===== src/rtl/neq_bist_ctrl.sv =====
// Exhaustive self-test sequencer for a WIDTH-bit inequality comparator.
// Sweeps every (a,b) pair, checks cmp_neq against a != b, and reports the result.

module neq_bist_ctrl #(
   parameter int WIDTH = 6,
   parameter int ERR_W = 2*WIDTH+1
) (
   input  logic             clk,
   input  logic             reset,
   input  logic             start,
   input  logic             stop_on_err,
   input  logic             cmp_neq,
   output logic [WIDTH-1:0] cmp_a,
   output logic [WIDTH-1:0] cmp_b,
   output logic             busy,
   output logic             done,
   output logic             pass,
   output logic [ERR_W-1:0] err_count,
   output logic             first_err_valid,
   output logic [WIDTH-1:0] first_err_a,
   output logic [WIDTH-1:0] first_err_b
);

   typedef enum logic [1:0] {
      IDLE = 2'd0,
      RUN  = 2'd1,
      DONE = 2'd2
   } state_t;

   localparam logic [WIDTH-1:0] OPER_ONE = {{(WIDTH-1){1'b0}}, 1'b1};
   localparam logic [ERR_W-1:0] ERR_ONE  = {{(ERR_W-1){1'b0}}, 1'b1};

   state_t           r_state;
   state_t           w_nextState;
   logic [WIDTH-1:0] r_a;
   logic [WIDTH-1:0] r_b;
   logic [ERR_W-1:0] r_errCount;
   logic             r_firstValid;
   logic [WIDTH-1:0] r_firstA;
   logic [WIDTH-1:0] r_firstB;
   logic             r_stopOnErr;

   logic             w_mism;
   logic             w_lastVec;
   logic             w_launch;
   logic             w_finish;

   // The comparator is combinational from cmp_a/cmp_b, so the vector on the
   // registered operands is checked in the same cycle it is presented.
   always_comb begin
      w_mism    = (r_state == RUN) && (cmp_neq != (r_a != r_b));
      w_lastVec = (r_a == '1) && (r_b == '1);
   end

   always_ff @(posedge clk or posedge reset) begin
      if (reset) begin
         r_state <= IDLE;
      end else begin
         r_state <= w_nextState;
      end
   end

   // A sweep ends after the all-ones vector, or early on the first mismatch
   // when the stop-on-error mode was latched at launch.
   always_comb begin
      w_nextState = r_state;
      w_launch    = 1'b0;
      w_finish    = 1'b0;
      case (r_state)
         IDLE, DONE: begin
            if (start) begin
               w_launch    = 1'b1;
               w_nextState = RUN;
            end
         end
         RUN: begin
            if (w_lastVec || (w_mism && r_stopOnErr)) begin
               w_finish    = 1'b1;
               w_nextState = DONE;
            end
         end
         default: begin
            w_nextState = IDLE;
         end
      endcase
   end

   // Operands advance b-inner/a-outer; they freeze on the final checked vector
   // so the stopping point stays visible in DONE.
   always_ff @(posedge clk or posedge reset) begin
      if (reset) begin
         r_a          <= '0;
         r_b          <= '0;
         r_errCount   <= '0;
         r_firstValid <= 1'b0;
         r_firstA     <= '0;
         r_firstB     <= '0;
         r_stopOnErr  <= 1'b0;
      end else if (w_launch) begin
         r_a          <= '0;
         r_b          <= '0;
         r_errCount   <= '0;
         r_firstValid <= 1'b0;
         r_firstA     <= '0;
         r_firstB     <= '0;
         r_stopOnErr  <= stop_on_err;
      end else if (r_state == RUN) begin
         if (w_mism) begin
            if (r_errCount != '1) begin
               r_errCount <= r_errCount + ERR_ONE;
            end
            if (!r_firstValid) begin
               r_firstValid <= 1'b1;
               r_firstA     <= r_a;
               r_firstB     <= r_b;
            end
         end
         if (!w_finish) begin
            r_b <= r_b + OPER_ONE;
            if (r_b == '1) begin
               r_a <= r_a + OPER_ONE;
            end
         end
      end
   end

   assign cmp_a           = r_a;
   assign cmp_b           = r_b;
   assign busy            = (r_state == RUN);
   assign done            = (r_state == DONE);
   assign pass            = (r_state == DONE) && (r_errCount == '0);
   assign err_count       = r_errCount;
   assign first_err_valid = r_firstValid;
   assign first_err_a     = r_firstA;
   assign first_err_b     = r_firstB;

endmodule

===== config.mk =====
export PLATFORM = sky130hd
export DESIGN_NAME = neq_bist_ctrl
export DESIGN_NICKNAME = d
export VERILOG_FILES = /design/src/rtl/neq_bist_ctrl.sv
export SDC_FILE = /design/constraint.sdc
export NUM_CORES = 1
export LEC_CHECK = 0
export CAP_MARGIN = 15
export CORE_MARGIN = 2
export CORE_UTILIZATION = 50
export CTS_CLUSTER_DIAMETER = 80
export DETAILED_ROUTE_END_ITERATION = 7
export HOLD_SLACK_MARGIN = 0.1
export PLACE_DENSITY = 0.82
export SLEW_MARGIN = 20
export SYNTH_ARGS = -nofsm -noshare
export SYNTH_HDL_FRONTEND = slang
export SYNTH_SLANG_ARGS = --single-unit

===== constraint.sdc =====
create_clock -name clk -period 2.9 [get_ports clk]
set_clock_uncertainty 0.1 [all_clocks]
set_input_delay 0.29 -clock clk [delete_from_list [all_inputs] [get_ports clk]]
set_output_delay 0.29 -clock clk [all_outputs]
set_load 0.05 [all_outputs]

# After elaboration in Yosys (flattened, before gate mapping)
# Cells that the tools add are included.
[word_totals] regBits=41 word_cells=69
[op_classes] addsub=3 eq_ne=11 muxes=29 n_reduce_logical=18
[ops] operator="$mux W6" count=15
[ops] operator="$mux W13" count=4
[ops] operator="$add A13 B1 Y13 const B" count=1
[ops] operator="$logic_not A13 Y1" count=1
[ops] operator="$ne A13 B13 Y1 const B" count=1
[ops] operator="$add A6 B1 Y6 const B" count=2
[ops] operator="$eq A6 B6 Y1 const B" count=2
[ops] operator="$reduce_and A3 Y1" count=3
[ops] operator="$reduce_bool A2 Y1" count=4
[ops] operator="$mux W1" count=7
[ops] operator="$ne A6 B6 Y1" count=1
[ops] operator="$reduce_and A2 Y1" count=3
[ops] operator="$logic_and A1 B1 Y1" count=4
[ops] operator="$mux W2" count=2
[ops] operator="$ne A2 B1 Y1 const B" count=2
[ops] operator="$ne A2 B2 Y1 const B" count=2
[ops] operator="$pmux W2 S2" count=1
[ops] operator="$eq A2 B1 Y1 const B" count=1
[ops] operator="$eq A2 B2 Y1 const B" count=1
[ops] operator="$logic_not A2 Y1" count=1
[ops] operator="$reduce_or A2 Y1" count=1
[ops] operator="$logic_or A1 B1 Y1" count=1
[ops] operator="$ne A1 B1 Y1" count=1

# Logic depth before layout (Yosys ltp)
[logic_depth] ltp_word=10 mapped_depth=10

# Worst setup path before layout
# No wires, ideal clock.
[synth_timing] path_type="register to register" startpoint="register r_b[3] (netlist: cmp_b[3])" endpoint="register r_b[4] (netlist: cmp_b[4])" arrival_ps=2073 path_slack_ps=574 stages_incl_launch_ff=8 path_buffers=1 period_less_slack_ps=2326 cell_sequence="dfrtp_1 -> xnor2_1 -> nand4_2 -> or3_1 -> buf_6 -> a31oi_4 -> nand4_1 -> mux2i_1"
[synth_via] elab_chain_cells=9 word_cells_on_any_way=15 cone_classes="add/sub (1); eq/ne (4); mux (5); reduce/logical (5)"
[synth_rtl] element="from (decl)" line_no="36" source="logic [WIDTH-1:0] r_b;"
[synth_rtl] element="from (signal assigned)" line_no="119" source="r_b <= r_b + OPER_ONE;"
[synth_rtl] element="$ne A6 B6 Y1" line_no="51" source="w_mism = (r_state == RUN) && (cmp_neq != (r_a != r_b));"
[synth_rtl] element="$ne A1 B1 Y1" line_no="51"
[synth_rtl] element="$logic_and A1 B1 Y1" line_no="51"
[synth_rtl] element="$logic_and A1 B1 Y1" line_no="77" source="if (w_lastVec || (w_mism && r_stopOnErr)) begin"
[synth_rtl] element="$logic_or A1 B1 Y1" line_no="77"
[synth_rtl] element="$mux W1" line_no="77"
[synth_rtl] element="$mux W1" line_no="69" source="case (r_state)"
[synth_rtl] element="$ne A2 B2 Y1 (no source line)"
[synth_rtl] element="$reduce_and A2 Y1 (no source line)"
# Parallel ways exist; a longest one is shown, timed or not. The select of a mux whose other input is x is not followed.
# A chain may end at the register's enable or synchronous reset.

# Final worst setup path
[layout_timing] startpoint="register r_b[0] (netlist: cmp_b[0])" endpoint="register r_firstB[5] (netlist: first_err_b[5])"
[layout_via] elab_chain_cells=5
[layout_rtl] element="$ne A6 B6 Y1" line_no="51"
[layout_rtl] element="$ne A1 B1 Y1" line_no="51"
[layout_rtl] element="$logic_and A1 B1 Y1" line_no="51"
[layout_rtl] element="$reduce_bool A2 Y1 (no source line)"
[layout_rtl] element="$reduce_and A3 Y1 (no source line)"
[layout_rtl] element="to (signal assigned)" line_no="115" source="r_firstB <= r_b;"
[layout_rtl] element="to (decl)" line_no="40" source="logic [WIDTH-1:0] r_firstB;"
# Every way passes these cells.

==> results.yml <==
outcome:
  outcome: "complete, no violations"
critical_path:
  required_ns: 2.95
  cp_cell_sequence: "xnor2_1, nand4_2, o21ai_4, nand4b_1, buf_4, nand3_1, o21ai_0"
  endpoint: "first_err_b[5]"
  path_class: "reg -> reg"
  r2r-start: "cmp_b[0]"
  critical_path.slowest_cell: "nand4b_1"
  worstPathArrival_ns: 2.62
  cp-end-kind: "register"
  path_delay_family: "simple AND/OR/NAND/NOR gates"
  rr_endpoint: "first_err_b[5]"
  worstRegToRegCells: 7
  cp_max_fo: 14
  crit_path_start: "cmp_b[0]"
  cp.depth: 7
  path_buf_inv: 1
  ff2ff_setup_slack_ns: 0.33
  max_stage_delay_ns: 0.60
  setup.worst_path.start_class: "register"
route:
  vias: 1846
  dr.pass1.iters: 4
  viasPerCell: 5.70
  drtIter0Drc: 187
  drt-total-wl_um: 5000
  wl_per_cell_um: 15.4
  ant_nets: 0
  drc: 0
power:
  internal-power_mw: 1.21
  netSwitchingPower_mw: 1.05
  p_per_area_mw_per_mm2: 818
  pwr-share-clk_pct: 16.5
  p_leak_nw: 1.17
  peakVddDrop_uv: 369
  switching_share_pct: 46.3
  total_power_mw: 2.26
  comb_power_share_pct: 48.8
  p_seq_share_pct: 34.7
final_layout:
  layout-drive-gt1-share_pct: 8.46
  insertedDiodeCount: 0
  area_growth_pct: 25.9
  final_area_mm2: 0.00276
  fill_cells: 373
  fin_nets: 280
logic_synthesis:
  synth.net_count: 235
  yosysWarnings: 0
  synth_most_common_cell: "dfrtp_1"
  synth_top_area_cell: "dfrtp_1"
  syn_avg_cell_area_um2: 9.69
  synth.area.top_cells: "dfrtp_1, nand3_1, mux2i_1, xnor2_1, o21ai_0"
  yosys_most_used_dff: "dfrtp_1"
  yosysSeqAreaShare_pct: 46.9
  ys_async_sr_fraction_pct: 100
  ys_ff_latch: 41
  syn_area_mm2: 0.00219
  synthTopCellsByCount: "dfrtp_1, nand3_1, nor2_1"
  synth.distinct_cells: 43
  netlist.area_leader.share_pct: 46.9
  netlist_instances: 226
  synth_edf_count: 0
placement:
  hpwl_um: 3590
  gp_congestion: 0.850
  place_ws_ns: 0.307
  io_buffers: 45
  postPlaceCellArea_mm2: 0.00267
sta:
  max-slew-margin-rel_pct: 52.7
  worstMarginPinSlew_ns: 0.706
  grt_setup_unrepaired: "false"
  setup_viol: 0
  drv_slew: 0
  fin_ws_ns: 0.328
  period_share_pct: 88.7
  finalSetupTns_ns: 0
  timing.hold.ws_ns: 0.310
  period_minus_slack_ns: 2.57
  timing.fmax_mhz: 389
  finalHoldViolations: 0
die:
  die_w_um: 70.2
  die_h_um: 70.2
  num_rows: 24
  io_pins: 46
  fp.coreArea_mm2: 0.00429
  dieArea_mm2: 0.00492
  initial_core_util_pct: 51.0
global_routing:
  overflow: 0
  grt_pass1_wl_um: 8470
  track_usage_pct: 21.6
  antenna_found_initial: 0
  grt_max_degree: 42
  grt_pass1_vias: 1769
run:
  maxCapViolations: 0
cts:
  cts.sinks: 41
  clkSlewWorstSetupHoldPaths_ns: 0.08
  cts_made_buffers: 5
  cts_setup_buffers: 0
  htree_num_levels: 2
  root_buffer: "clkbuf_8"
  ctsHoldBuffers: 0
  cts_tree: "yes"
  clkLatencyLatePin_ns: 0.30
  cts.path.max_buffers: 2
worst_hold_path:
  hp-class: "in -> async"
state kept, by name, summed over array words and instances (netlist names):
name / cells
first_err_a: 6
r_state: 2
first_err_valid: 1
cmp_b: 6
r_stopOnErr: 1
err_count: 13
cmp_a: 6
first_err_b: 6
placed cells by master (no fill, tap or decap), drive strengths merged, types with 2 or more instances in the layout:
cell type      count
clkdlybuf4s50     44
o21ai             15
a31oi              2
nor4               2
nand2             16
ha                 4
nor2              17
nand3             23
clkbuf             5
nand4              4
o211ai             3
and3               6
or4                5
o31ai              7
buf                6
or3                7
nor2b              4
mux2i             10
inv               15
a21oi             10
clkinv             2
xnor2              9
dfrtp             41
cells by family (layout without fill, tap and decap cells):
kind of cell               after synthesis  in the layout  synth area share [%]
and+or+nand+nor                         90             90                  22.0
DFF                                     41             41                  46.9
muxes                                   10             10                  4.57
xor gates and xnor gates                10             10                  4.34
buffers and inverters                   28             74                  6.29
AOI/OAI and AO/OA                       43             43                  13.7
adders and majority gates                4              4                  2.29
how the worst min path moves through the flow:
stage                                 to  depth (start not counted)
final                       err_count[2]                          3
after global routing        err_count[2]                          3
after floorplan              r_stopOnErr                          2
after detailed placement  first_err_b[4]                          2
after CTS                   err_count[0]                          3
after global placement    first_err_b[3]                          2
cell type report:
cell class	count	area, µm²	share of cell area [%]
Inverter	15	56.3	2.04
Timing Repair Buffer	51	498	18.1
Clock buffer	5	68.8	2.50
Tap cell	52	65.1	2.36
Sequential cell	41	1030	37.2
Clock inverter	3	17.5	0.635
Multi-Input combinational cell	157	1030	37.2
through the flow:
stage / util, % / std cells
3_3_place_gp: 62.2 / 316
4_1_cts: 64.2 / 324
3_5_place_dp: 62.2 / 316
2_1_floorplan: - / 226
6_report: 64.2 / 324
5_1_grt: 64.2 / 324
power by group through the flow:
| stage | Combinational [mW] | Sequential, mW | Clock (mW) |
|---|---|---|---|
| 3_3_place_gp | 1.08 | 0.781 | 0 |
| 5_1_grt | 1.18 | 0.800 | 0.398 |
| 4_1_cts | 1.10 | 0.781 | 0.377 |
| 6_report | 1.10 | 0.782 | 0.373 |
| 3_5_place_dp | 1.10 | 0.792 | 0 |
| 2_1_floorplan | 0.641 | 0.983 | 0 |
worst min-delay path, cell delays in order:
cell	delay [ns]
clkdlybuf4s50_1	0.39
inv_1	0.05
buf_4	0.43
repair_timing:
item / 4_1_cts / 5_1_grt
endpoints found under the setup margin: 0 / 1
gates resized for setup: 0 / 1
hold endpoints to repair: 0 / 0
routing by layer:
metal  part of all wire, %  routed length, µm  global-route usage, %  up-vias
li1                      -                  -                      -      891
met1                    46               2320                   30.5      903
met2                    48               2410                   33.2       45
met3                   4.0                200                   4.04        7
met4                   1.4                 70                   8.12        0
met5                     0                  0                      0        -
Power figures use the tool's default switching activity.
